$ cat src/rtl/dma_guard_check_scheduler.sv
// dma_guard_check_scheduler
// Shares one metadata BRAM port and one hash_engine between the AXI read- and
// write-address check requesters. One check is in flight at a time. Each check
// produces a pass/deny verdict, and every deny is counted and latched as an interrupt.
//
// Ports
//   data_clk, data_resetn        clock, async active-low reset
//   rd_/wr_req_valid/ready       check request handshake per channel
//   rd_/wr_req_addr, _len        tagged pointer ([63:48] PAC) and burst length
//   enb, addrb, doutb            metadata BRAM port B
//   hash_start/pointer/metadata  hash_engine request
//   hash_in, hash_done           hash_engine result
//   res_valid/ready/pass/channel/timeout  verdict handshake
//   busy, interrupt, irq_clear, deny_count  status
//
// state     | meaning
// ----------+---------------------------------------------------------
// IDLE      | arbitrate between rd/wr requesters, accept one request
// BRAM      | enb held BRAM_LATENCY cycles, metadata captured on last
// CHECK     | bounds compares registered, hash_start pulsed
// HASH_WAIT | wait for hash_done or the timeout count
// RESULT    | verdict presented until res_ready
module dma_guard_check_scheduler #(
  parameter int BRAM_LATENCY = 2,
  parameter int HASH_TIMEOUT = 255
) (
  input  logic         data_clk,
  input  logic         data_resetn,
  input  logic         rd_req_valid,
  output logic         rd_req_ready,
  input  logic [63:0]  rd_req_addr,
  input  logic [7:0]   rd_req_len,
  input  logic         wr_req_valid,
  output logic         wr_req_ready,
  input  logic [63:0]  wr_req_addr,
  input  logic [7:0]   wr_req_len,
  output logic         enb,
  output logic [15:0]  addrb,
  input  logic [127:0] doutb,
  output logic         hash_start,
  output logic [63:0]  hash_pointer,
  output logic [127:0] hash_metadata,
  input  logic [15:0]  hash_in,
  input  logic         hash_done,
  output logic         res_valid,
  input  logic         res_ready,
  output logic         res_pass,
  output logic         res_channel,
  output logic         res_timeout,
  output logic         busy,
  output logic         interrupt,
  input  logic         irq_clear,
  output logic [15:0]  deny_count
);

  typedef enum logic [2:0] {
    S_IDLE      = 3'd0,
    S_BRAM      = 3'd1,
    S_CHECK     = 3'd2,
    S_HASH_WAIT = 3'd3,
    S_RESULT    = 3'd4
  } state_t;

  state_t state, state_nxt;

  logic        arb_en;
  logic        last_grant;   // 1 = write
  logic        grant_rd, grant_wr, accept;
  logic [15:0] pac_q;
  logic [47:0] addr_q;
  logic [7:0]  len_q;
  logic        chan_q;
  logic [3:0]  bram_cnt;
  logic [7:0]  to_cnt;
  logic        to_hit;
  logic        lower_ok, upper_ok;
  logic        done_q;
  logic [15:0] hash_q;
  logic [48:0] last_sum;

  // Arbitration is held off for the first cycle after reset so a requester
  // holding valid through reset is never accepted on the release edge.
  always_comb begin
    grant_rd     = rd_req_valid && (!wr_req_valid || last_grant);
    grant_wr     = wr_req_valid && !grant_rd;
    rd_req_ready = (state == S_IDLE) && arb_en && grant_rd;
    wr_req_ready = (state == S_IDLE) && arb_en && grant_wr;
    accept       = rd_req_ready || wr_req_ready;
  end

  assign last_sum     = {1'b0, addr_q} + {41'd0, len_q};
  assign to_hit       = (to_cnt == 8'(HASH_TIMEOUT));
  assign hash_pointer = {16'h0, addr_q};
  assign enb          = (state == S_BRAM);
  assign hash_start   = (state == S_CHECK);
  assign res_valid    = (state == S_RESULT);
  assign busy         = (state != S_IDLE);

  always_comb begin
    state_nxt = state;
    unique case (state)
      S_IDLE:      if (accept) state_nxt = S_BRAM;
      S_BRAM:      if (bram_cnt == 4'd0) state_nxt = S_CHECK;
      S_CHECK:     state_nxt = S_HASH_WAIT;
      S_HASH_WAIT: if (done_q || to_hit) state_nxt = S_RESULT;
      S_RESULT:    if (res_ready) state_nxt = S_IDLE;
      default:     state_nxt = S_IDLE;
    endcase
  end

  always_ff @(posedge data_clk or negedge data_resetn) begin
    if (!data_resetn) begin
      state  <= S_IDLE;
      arb_en <= 1'b0;
    end else begin
      state  <= state_nxt;
      arb_en <= 1'b1;
    end
  end

  always_ff @(posedge data_clk or negedge data_resetn) begin
    if (!data_resetn) begin
      pac_q         <= '0;
      addrb         <= '0;
      addr_q        <= '0;
      len_q         <= '0;
      chan_q        <= 1'b0;
      bram_cnt      <= '0;
      hash_metadata <= '0;
      lower_ok      <= 1'b0;
      upper_ok      <= 1'b0;
      to_cnt        <= '0;
      done_q        <= 1'b0;
      hash_q        <= '0;
      res_pass      <= 1'b0;
      res_channel   <= 1'b0;
      res_timeout   <= 1'b0;
    end else begin
      // hash_done is registered for timing and only accepted while waiting,
      // so stray completions in other states are dropped here.
      done_q <= (state == S_HASH_WAIT) && hash_done;
      if ((state == S_HASH_WAIT) && hash_done) hash_q <= hash_in;

      unique case (state)
        S_IDLE: begin
          if (accept) begin
            pac_q    <= grant_wr ? wr_req_addr[63:48] : rd_req_addr[63:48];
            addrb    <= grant_wr ? wr_req_addr[63:48] : rd_req_addr[63:48];
            addr_q   <= grant_wr ? wr_req_addr[47:0]  : rd_req_addr[47:0];
            len_q    <= grant_wr ? wr_req_len         : rd_req_len;
            chan_q   <= grant_wr;
            bram_cnt <= 4'(BRAM_LATENCY - 1);
          end
        end
        S_BRAM: begin
          if (bram_cnt == 4'd0) hash_metadata <= doutb;
          else                  bram_cnt      <= bram_cnt - 4'd1;
        end
        S_CHECK: begin
          lower_ok <= hash_metadata[95:48] <= addr_q;
          // A carry out of the 48-bit address space can never be in bounds.
          upper_ok <= !last_sum[48] && (hash_metadata[47:0] >= last_sum[47:0]);
          to_cnt   <= '0;
        end
        S_HASH_WAIT: begin
          to_cnt <= to_cnt + 8'd1;
          if (done_q) begin
            res_pass    <= (hash_q == pac_q) && lower_ok && upper_ok;
            res_timeout <= 1'b0;
            res_channel <= chan_q;
          end else if (to_hit) begin
            res_pass    <= 1'b0;
            res_timeout <= 1'b1;
            res_channel <= chan_q;
          end
        end
        default: ;
      endcase
    end
  end

  always_ff @(posedge data_clk or negedge data_resetn) begin
    if (!data_resetn) begin
      last_grant <= 1'b1;
      interrupt  <= 1'b0;
      deny_count <= '0;
    end else begin
      if (res_valid && res_ready) last_grant <= chan_q;
      // A deny in the same cycle as irq_clear keeps the interrupt set.
      if (res_valid && res_ready && !res_pass) begin
        interrupt <= 1'b1;
        if (deny_count != 16'hFFFF) deny_count <= deny_count + 16'd1;
      end else if (irq_clear) begin
        interrupt <= 1'b0;
      end
    end
  end

endmodule

$ cat config.mk
export PLATFORM = sky130hd
export DESIGN_NAME = dma_guard_check_scheduler
export DESIGN_NICKNAME = d
export VERILOG_FILES = /design/src/rtl/dma_guard_check_scheduler.sv
export SDC_FILE = /design/constraint.sdc
export NUM_CORES = 1
export LEC_CHECK = 0
export ABC_AREA = 1
export BUFFER_PORTS_ARGS = -buffer_cell sky130_fd_sc_hd__buf_2
export CAP_MARGIN = 10
export CORE_ASPECT_RATIO = 0.5
export CORE_MARGIN = 8
export CORE_UTILIZATION = 44
export DETAILED_ROUTE_END_ITERATION = 7
export PLACE_DENSITY_LB_ADDON = 0.08
export SYNTH_ARGS = -nofsm -noshare
export SYNTH_HDL_FRONTEND = slang
export SYNTH_SLANG_ARGS = --single-unit
export TNS_END_PERCENT = 100
$ cat constraint.sdc
create_clock -name data_clk -period 2.8 [get_ports data_clk]
set_input_delay 0.42 -clock data_clk [delete_from_list [all_inputs] [get_ports data_clk]]
set_output_delay 0.42 -clock data_clk [all_outputs]
set_load 0.05 [all_outputs]
* Yosys cells after proc, flatten, opt, wreduce, memory -nomap -nowiden
Index checks and enable logic that the tools add are counted.
** Word-level totals
- Flip-flop bits (word level) :: 257
- Latch bits :: 0
- RAM bits :: 0
- Memory bits (read-only) :: 0
- Bits of input ports :: 295
- Output and inout port bits :: 234
- Logic and storage cells :: 88
- Memories kept :: 0
** Cells by class
- Add/subtract/negate cells :: 4
- Multipliers :: 0
- Divide/modulo/power cells :: 0
- Order comparisons :: 2
- Equal/unequal tests :: 12
- Shift operators :: 0
- Multiplexer cells :: 20
- Bitwise logic cells :: 0
- Reduce and logical (&&, ||, !) cells :: 31
** Operators with widths (number)
- adder 48 x 8 -> 49 bit :: 1
- greater-or-equal comparator 48 bit :: 1
- less-or-equal comparator 48 bit :: 1
- 2-to-1 mux 48 bit :: 1
- adder 16 x 1 -> 16 bit, second input constant :: 1
- == test 16 bit :: 1
- 2-to-1 mux 16 bit :: 1
- != test 16 bit, second input constant :: 1
- case mux 8 bit (2 select lines) :: 1
- case mux 3 bit (5 select lines) :: 1
- 2-to-1 mux 3 bit :: 4
- logical AND 1 bit :: 11
- adder 8 x 1 -> 8 bit, second input constant :: 1
- == test 8 bit, second input constant :: 1
- 2-to-1 mux 1 bit :: 8
- 2-to-1 mux 4 bit :: 2
- 2-to-1 mux 8 bit :: 1
- case mux 4 bit (2 select lines) :: 1
- AND reduction 2 bit :: 4
- nonzero test 2 bit :: 4
- == test 3 x 2 -> 1 bit, second input constant :: 2
- != test 2 bit, second input constant :: 3
- logical NOT 1 bit :: 4
- logical NOT 4 bit :: 1
- 9 further kinds :: 12

* Depth between registers and ports, before layout
Gate-level depths: netlist of run 1.
- Depth after elaboration :: 9
- Gate-level depth with buffers :: 24
- Depth with buffers taken out :: 24

* Worst setup path before layout of run 1
Ideal clock, no wire load.
- Path kind :: register -> register
- From :: register addr_q[0]
- To :: register upper_ok
- Setup time :: 0.117 ns
- Arrival :: 3.133 ns
- Data required time :: 2.683 ns
- Slack :: -0.450 ns
- Cell stages (with the launch flop) :: 25
- Path buffers :: 0
- Clock period less this slack :: 3.250 ns
- Cells stage by stage :: dfrtp_1 ha_1 inv_1 fa_1 o21ai_2 nand2_2 nand2_4 nand2_4 nor2_4 nand2_1 xor2_1 inv_1 ha_1 nand2_1 inv_1 nand2_1 nand2_1 nand2_1 nand2_1 nand2_1 nand2_1 a21oi_1 nand2_1 nand2_1 nand2_1
** Between the ends
- Cells in the longest elaborated chain, start to end :: 3
- Elaborated cells on any way between the ends :: 4
- Those cells by class :: add/sub: 1; order compare: 1; reduce/logical: 2
** RTL lines
- start, declared :: RTL line 70 : logic [47:0] addr_q;
- start signal, assigned :: RTL line 149 : addr_q <= grant_wr ? wr_req_addr[47:0] : rd_req_addr[47:0];
- adder 48 x 8 -> 49 bit (*) :: RTL line 91 : assign last_sum = {1'b0, addr_q} + {41'd0, len_q};
- greater-or-equal comparator 48 bit / logical NOT 1 bit (equally long branches) :: RTL line 162 : upper_ok <= !last_sum[48] && (hash_metadata[47:0] >= last_sum[47:0]);
- logical AND 1 bit (*) :: RTL line 162
- end signal, assigned :: RTL line 162
- end, declared :: RTL line 76 : logic lower_ok, upper_ok;
Every way passes the cells marked *; elsewhere a longest branch is shown, timed or not.
A chain may end at the register's enable or synchronous reset.

* Worst setup path in the final report of run 1
- From :: register len_q[0]
- To :: register upper_ok
** Between the ends
- Cells in the longest elaborated chain, start to end :: 3
- Elaborated cells on any way between the ends :: 4
- Those cells by class :: add/sub: 1; order compare: 1; reduce/logical: 2
** RTL lines
- start, declared :: RTL line 71 : logic [7:0] len_q;
- start signal, assigned :: RTL line 150 : len_q <= grant_wr ? wr_req_len : rd_req_len;
- adder 48 x 8 -> 49 bit (*) :: RTL line 91
- greater-or-equal comparator 48 bit / logical NOT 1 bit (equally long branches) :: RTL line 162
- logical AND 1 bit (*) :: RTL line 162
Marks and branches as above.

==> results of run 1 <==
-- registers in the layout (all words and copies together) (netlist names), 3 cells and up --
| signal | flops |
|---|---|
| len_q | 8 |
| pac_q | 16 |
| hash_metadata | 128 |
| hash_q | 16 |
| addr_q | 48 |
| to_cnt | 8 |
| bram_cnt | 4 |
| deny_count | 16 |
| state | 3 |
-- Yosys cell counts (15+ instances only) --
| cell type | n | share of area (%) |
|---|---|---|
| clkbuf_1 | 15 | 0.36 |
| inv_1 | 177 | 4.2 |
| mux2_2 | 30 | 2.2 |
| a21oi_1 | 58 | 1.9 |
| mux2_4 | 96 | 9.2 |
| nor2_1 | 170 | 4.1 |
| buf_4 | 24 | 1.2 |
| a31oi_1 | 72 | 2.9 |
| nand4_1 | 21 | 0.84 |
| o21ai_0 | 104 | 3.3 |
| buf_2 | 20 | 0.64 |
| nand3_1 | 64 | 2.0 |
| dfrtp_1 | 256 | 41 |
| nand2_1 | 379 | 9.1 |
| xnor2_1 | 16 | 0.89 |
| xor2_1 | 43 | 2.4 |
| nor3_1 | 20 | 0.64 |
| ha_1 | 108 | 8.6 |
-- logic make-up (layout without fill, tap and decap cells) --
group	count (synthesis)	count (layout)	share of synthesized area (%)
AO/OA/AOI/OAI	253	253	9.03
XOR/XNOR	59	59	3.30
adder cells (fa/ha/maj)	109	109	8.76
buffers and inverters	257	874	7.52
flip-flops	257	257	41.1
multiplexers	126	126	11.4
other	2	20	0.0479
AND/OR/NAND/NOR	695	695	18.9
-- repair_timing --
action                                  4_1_cts  5_1_grt
endpoints found under the setup margin        1        1
pin swaps                                     5        4
buffers inserted                              1        2
hold endpoints to repair                     53        0
resized for setup                            12        5
hold buffers                                  1        0
-- per-layer routing --
layer  part of all wire, %  routed length, um  vias up  GRT usage, %
met4                   2.4               1300        2          6.92
li1                      -                  -     7019             -
met5                 0.022                 12        -             0
met2                    50              27100      363          43.3
met3                   5.2               2830       85          3.87
met1                    43              23500     6829          32.9
-- where the power goes --
part | internal, mW | leakage [nW] | switching, mW
registers | 5.43 | 3.01 | 1.71
clock network | 2.08 | 0.424 | 1.66
logic | 6.52 | 7.57 | 12.0
-- worst max-delay path, cell delays in order (launching register included) --
cell     delay, ps
dfrtp_1        400
ha_4           160
inv_1           50
fa_2           360
o21ai_4        170
nand2_2         80
nand2_4        110
nand2_4         90
nor2_4         210
nand3_1        120
nand2_1         80
inv_1           40
ha_1           250
nand2_1         60
inv_1           80
nand4_1        230
nor3_1         260
nand2_1         70
nand2_1         70
nand2_1         40
nand2_1         50
-- cell usage in the layout (no fill, tap or decap), types with 54 or more instances in the layout --
cell type	instances
buf_2	511
nand2_1	376
dfrtp_1	254
inv_1	177
nor2_1	167
buf_4	121
ha_1	106
o21ai_0	103
mux2_4	96
a31oi_1	72
nand3_1	63
a21oi_1	54
-- worst max-delay path by stage --
stage | startpoint | endpoint | slack (ps) | cells after the start
after floorplan | addr_q[0] | upper_ok | -170 | 24
after detailed placement | addr_q[2] | upper_ok | -270 | 19
final | len_q[0] | upper_ok | -240 | 20
after global routing | addr_q[3] | upper_ok | -440 | 21
after CTS | len_q[0] | upper_ok | -190 | 20
after global placement | len_q[0] | upper_ok | -180 | 20
-- stage by stage --
| stage | instances | total power, mW | hold slack, ps | TNS, ps | setup WS [ps] |
|---|---|---|---|---|---|
| 2_1_floorplan | 1773 | 19.7 | 124 | -169 | -169 |
| 3_3_place_gp | 2813 | 25.3 | 411 | -182 | -182 |
| 3_5_place_dp | 2813 | 25.5 | 413 | -272 | -272 |
| 4_1_cts | 2863 | 29.5 | 24.2 | -190 | -190 |
| 5_1_grt | 2868 | 31.5 | 39.7 | -441 | -441 |
| 6_report | 2868 | 29.4 | 53.0 | -245 | -245 |
-- area by class of cell --
cell class | count | area [sq um]
repair buffers | 641 | 3630
flip-flops and latches | 257 | 6430
diodes | 3 | 7.51
clock buffers | 30 | 686
clock inverters | 18 | 221
fillers | 3189 | 14300
multi-input cells | 1259 | 8220
well taps | 475 | 594
inverters | 185 | 694
==> impl_metrics.tcl, run 1 <==
set metrics [dict create \
    std_cell_rows 48 \
    cts_root_buf "clkbuf_16" \
    skew_ps 17.8 \
    portBuffers 512 \
    clk_path_buf_depth 3 \
    whs_endpoint "hash_q[15]" \
    run_status "finished with violations" \
    peakVddDrop_uv 867 \
    first_pass_iters 5 \
    start_util_pct 45.0 \
    synth_cell_types 46 \
    synth_edf_count 0 \
    die_y_um 149 \
    start_kind "flip-flop" \
    holdPathStages 3 \
    p_per_area_nw_per_um2 1440 \
    final_cell_area_sq_um 20500 \
    drv_slew 0 \
    htreeDepth 1 \
    dieArea_sq_um 42300 \
    cp_max_fo 5 \
    min_period_over_period_pct 109 \
    hold_start "hash_in[15]" \
    cap_violations 0 \
    leakage_nw 11.0 \
    ios 529 \
    syn_area_sq_um 15700 \
    ant_nets 0 \
    vias_per_cell 4.99 \
    clock_latency_ps 560 \
    required_ps 3310 \
    max_freq_ghz 0.328 \
    clock_sinks 257 \
    core-area_sq_um 34800 \
    avgSynthCellArea_sq_um 8.91 \
    fin_util_pct 58.9 \
    syn_inst 1758 \
    worst-setup-path-type "reg2reg" \
    antenna_found_initial 4 \
    grt_overflow 0 \
    numCtsBuffers 26 \
    synth_seq_cells 257 \
    yosysWarnings 0 \
    finalWorstSetupSlack_ps -245 \
    postPlaceCellArea_sq_um 19500 \
    area_growth_pct 30.8 \
    grt_use_total_pct 25.2 \
    violations "setup timing" \
    grt_pass1_wl_um 83400 \
    grt_pass1_vias 14500 \
    wl_um 54800 \
    wl_per_cell_um 19.1 \
    final-setup-viol-count 1 \
    clkTransAtPathRegs_ps 80 \
    worstReg2RegEnd "upper_ok" \
    r2r_start "len_q[0]" \
    r2r_slack_ps -240 \
    critPathArrivalTime_ps 3550 \
    finalHoldViolCount 0 \
    holdCritPathClass "in2reg" \
    postSynth.asyncResetShare_pct 100 \
    rsz0062_at_grt "yes" \
    drt_iter0_markers 1080 \
    cts_tree "yes" \
    worstMarginPinSlew_ps 807 \
    drive_above_1_share_pct 36.6 \
    critPathCaptureType "flip-flop" \
    die_x_um 283 \
    drc_errors 0 \
    place_congestion 0.927 \
    vias 14300 \
    rr_worst_depth 20 \
    max_slew_margin_pct 46.2 \
    synth-main-ff-cell "dfrtp_1" \
    yosysSeqAreaShare_pct 41.1 \
    min_period_ps 3040 \
    fin_nets 2774 \
    hpwlAfterDp_um 44100 \
    grt_max_degree 116 \
]
(Power assumes the default switching activity.)
==> run 2: changes to the inputs <==
Settings changed: MAX_ROUTING_LAYER set to met4, SLEW_MARGIN set to 20.
==> run 2 against run 1 <==
Against the previous run:
- the flow still finishes with violations (setup timing)
- sequential share of layout area grew 0.077 points
- critical path depth is the same
- design area shrank 0.24%
- sequential cell count is the same
- sequential power is essentially flat
- global-route usage grew 0.44 points
- core utilization shrank 0.14 points
- via count is essentially flat
- worst setup slack gained 9.8 ps
- critical endpoint unchanged
- largest cell class unchanged
- largest power group unchanged
==> impl_metrics.tcl, run 2 (synthesized netlist as in run 1, its figures left out) <==
set metrics [dict create \
    run_status "finished with violations" \
    violations "setup timing" \
    grt_overflow 0 \
    grt_use_total_pct 25.6 \
    final_common_cell "buf_2" \
    layout_common_cells "buf_2, nand2_1, dfrtp_1" \
    place_ws_ps -265 \
    holdPathStages 2 \
    cts_tree "yes" \
    min_period_ps 3030 \
    die_x_um 283 \
    worst-setup-path-type "reg2reg" \
    critPathArrivalTime_ps 3530 \
    whs_endpoint "interrupt" \
    clock_sinks 257 \
    final-setup-viol-count 1 \
    antenna_found_initial 4 \
    min_period_over_period_pct 108 \
    first_pass_iters 5 \
    grt_max_degree 113 \
    max_freq_ghz 0.330 \
    place_congestion 0.967 \
    regMostFlops "hash_metadata" \
    startpoint "len_q[0]" \
    peakVddDrop_uv 885 \
    drv_slew 0 \
    area_growth_pct 30.5 \
    r2r_start "len_q[0]" \
    fin_util_pct 58.8 \
    wl_um 54900 \
    largest_register_ffs 128 \
    start_kind "flip-flop" \
    std_cell_rows 48 \
    whs_ps 59.8 \
    holdCritPathClass "in2reg" \
    reg_top3 "hash_metadata: 128 flops, addr_q: 48 flops" \
    wl_per_cell_um 19.2 \
    clk_path_buf_depth 3 \
    r2r_slack_ps -230 \
    htreeDepth 1 \
    cap_violations 0 \
    power_mw 29.2 \
    rr_worst_depth 20 \
    dieArea_sq_um 42300 \
    nFillCells 3241 \
    numCtsBuffers 25 \
    portBuffers 512 \
    drt_iter0_markers 866 \
    finalHoldViolCount 0 \
    vias_per_cell 4.99 \
    leakage_nw 11.0 \
    critPathCaptureType "flip-flop" \
    rsz0062_at_grt "yes" \
    finalWorstSetupSlack_ps -235 \
    clock_latency_ps 550 \
    ios 529 \
    worstReg2RegEnd "upper_ok" \
    cp_max_fo 5 \
    hpwlAfterDp_um 44100 \
    vias 14300 \
    max_slew_margin_pct 45.0 \
    drc_errors 0 \
    drive_above_1_share_pct 36.8 \
    die_y_um 149 \
    skew_ps 15.2 \
    fin_nets 2771 \
    grt_pass1_vias 14300 \
    worstMarginPinSlew_ps 825 \
    p_per_area_nw_per_um2 1430 \
    setup_tns_ps -235 \
    cts_root_buf "clkbuf_16" \
    hold_start "irq_clear" \
    clkTransAtPathRegs_ps 70 \
    grt_pass1_wl_um 82400 \
    ant_nets 0 \
    core-area_sq_um 34800 \
    required_ps 3290 \
    start_util_pct 45.0 \
]
==> run 2: cell count changes in the layout (fill, tap and decap cells not counted), moves of 4 or more <==
cell | previous run | this run
clkinvlp_4 | 6 | 2
clkinv_2 | 2 | 6
a21oi_1 | 54 | 49
clkbuf_1 | 2 | 6
a21oi_2 | 3 | 8
==> run 2: how the worst max path moves through the flow <==
stage | end | slack [ps]
floorplan | upper_ok | -170
global placement | upper_ok | -220
detailed placement | upper_ok | -260
CTS | upper_ok | -170
global route | upper_ok | -430
finish | upper_ok | -230
==> run 2: timing repair <==
| action | in CTS | in global routing |
|---|---|---|
| resized for setup | 18 | 16 |
| hold buffers | 1 | 0 |
| setup endpoints to repair | 1 | 1 |
| hold endpoints to repair | 41 | 0 |
| setup buffers | 2 | 0 |
| pin swaps | 7 | 1 |
==> run 2: stage by stage <==
| step | instance area (sq um) | instances |
|---|---|---|
| 6_report | 20400 | 2865 |
| 5_1_grt | 20400 | 2865 |
| 4_1_cts | 20400 | 2861 |
| 3_5_place_dp | 19500 | 2812 |
| 3_3_place_gp | 19500 | 2812 |
| 2_1_floorplan | 15700 | 1773 |
==> run 2: layout make-up <==
class / instances / area, sq um / share of cell area (%)
diodes: 4 / 10.0 / 0.0490
clock buffers: 36 / 717 / 3.51
clock inverters: 10 / 62.6 / 0.306
inverters: 185 / 694 / 3.40
multi-input cells: 1259 / 8300 / 40.6
flip-flops and latches: 257 / 6430 / 31.5
well taps: 475 / 594 / 2.91
repair buffers: 639 / 3630 / 17.8
==> run 2: routing by layer <==
layer	part of all wire (%)	global-route usage, %	up-vias
li1	-	-	7014
met3	5.7	3.96	99
met5	0	-	-
met2	49	42.8	377
met1	42	32.3	6795
met4	3.0	7.12	0
==> run 2: worst max-delay path, cell delays in order, from the launching register on <==
cell	delay [ps]
dfrtp_1	390
ha_4	160
inv_1	50
fa_2	360
o21ai_4	170
nand2_2	80
nand2_4	110
nand2_4	90
nor2_4	200
nand3_1	120
nand2_1	80
inv_1	50
ha_1	260
nand2_1	60
inv_1	70
nand4_1	250
nor3_2	260
nand2_1	70
nand2_1	60
nand2_1	40
nand2_1	50
==> run 2: report_power, final <==
group	switching [mW]	internal, mW
Sequential	1.71	5.43
Combinational	12.2	6.59
Clock	1.54	1.79
Total	15.4	13.8
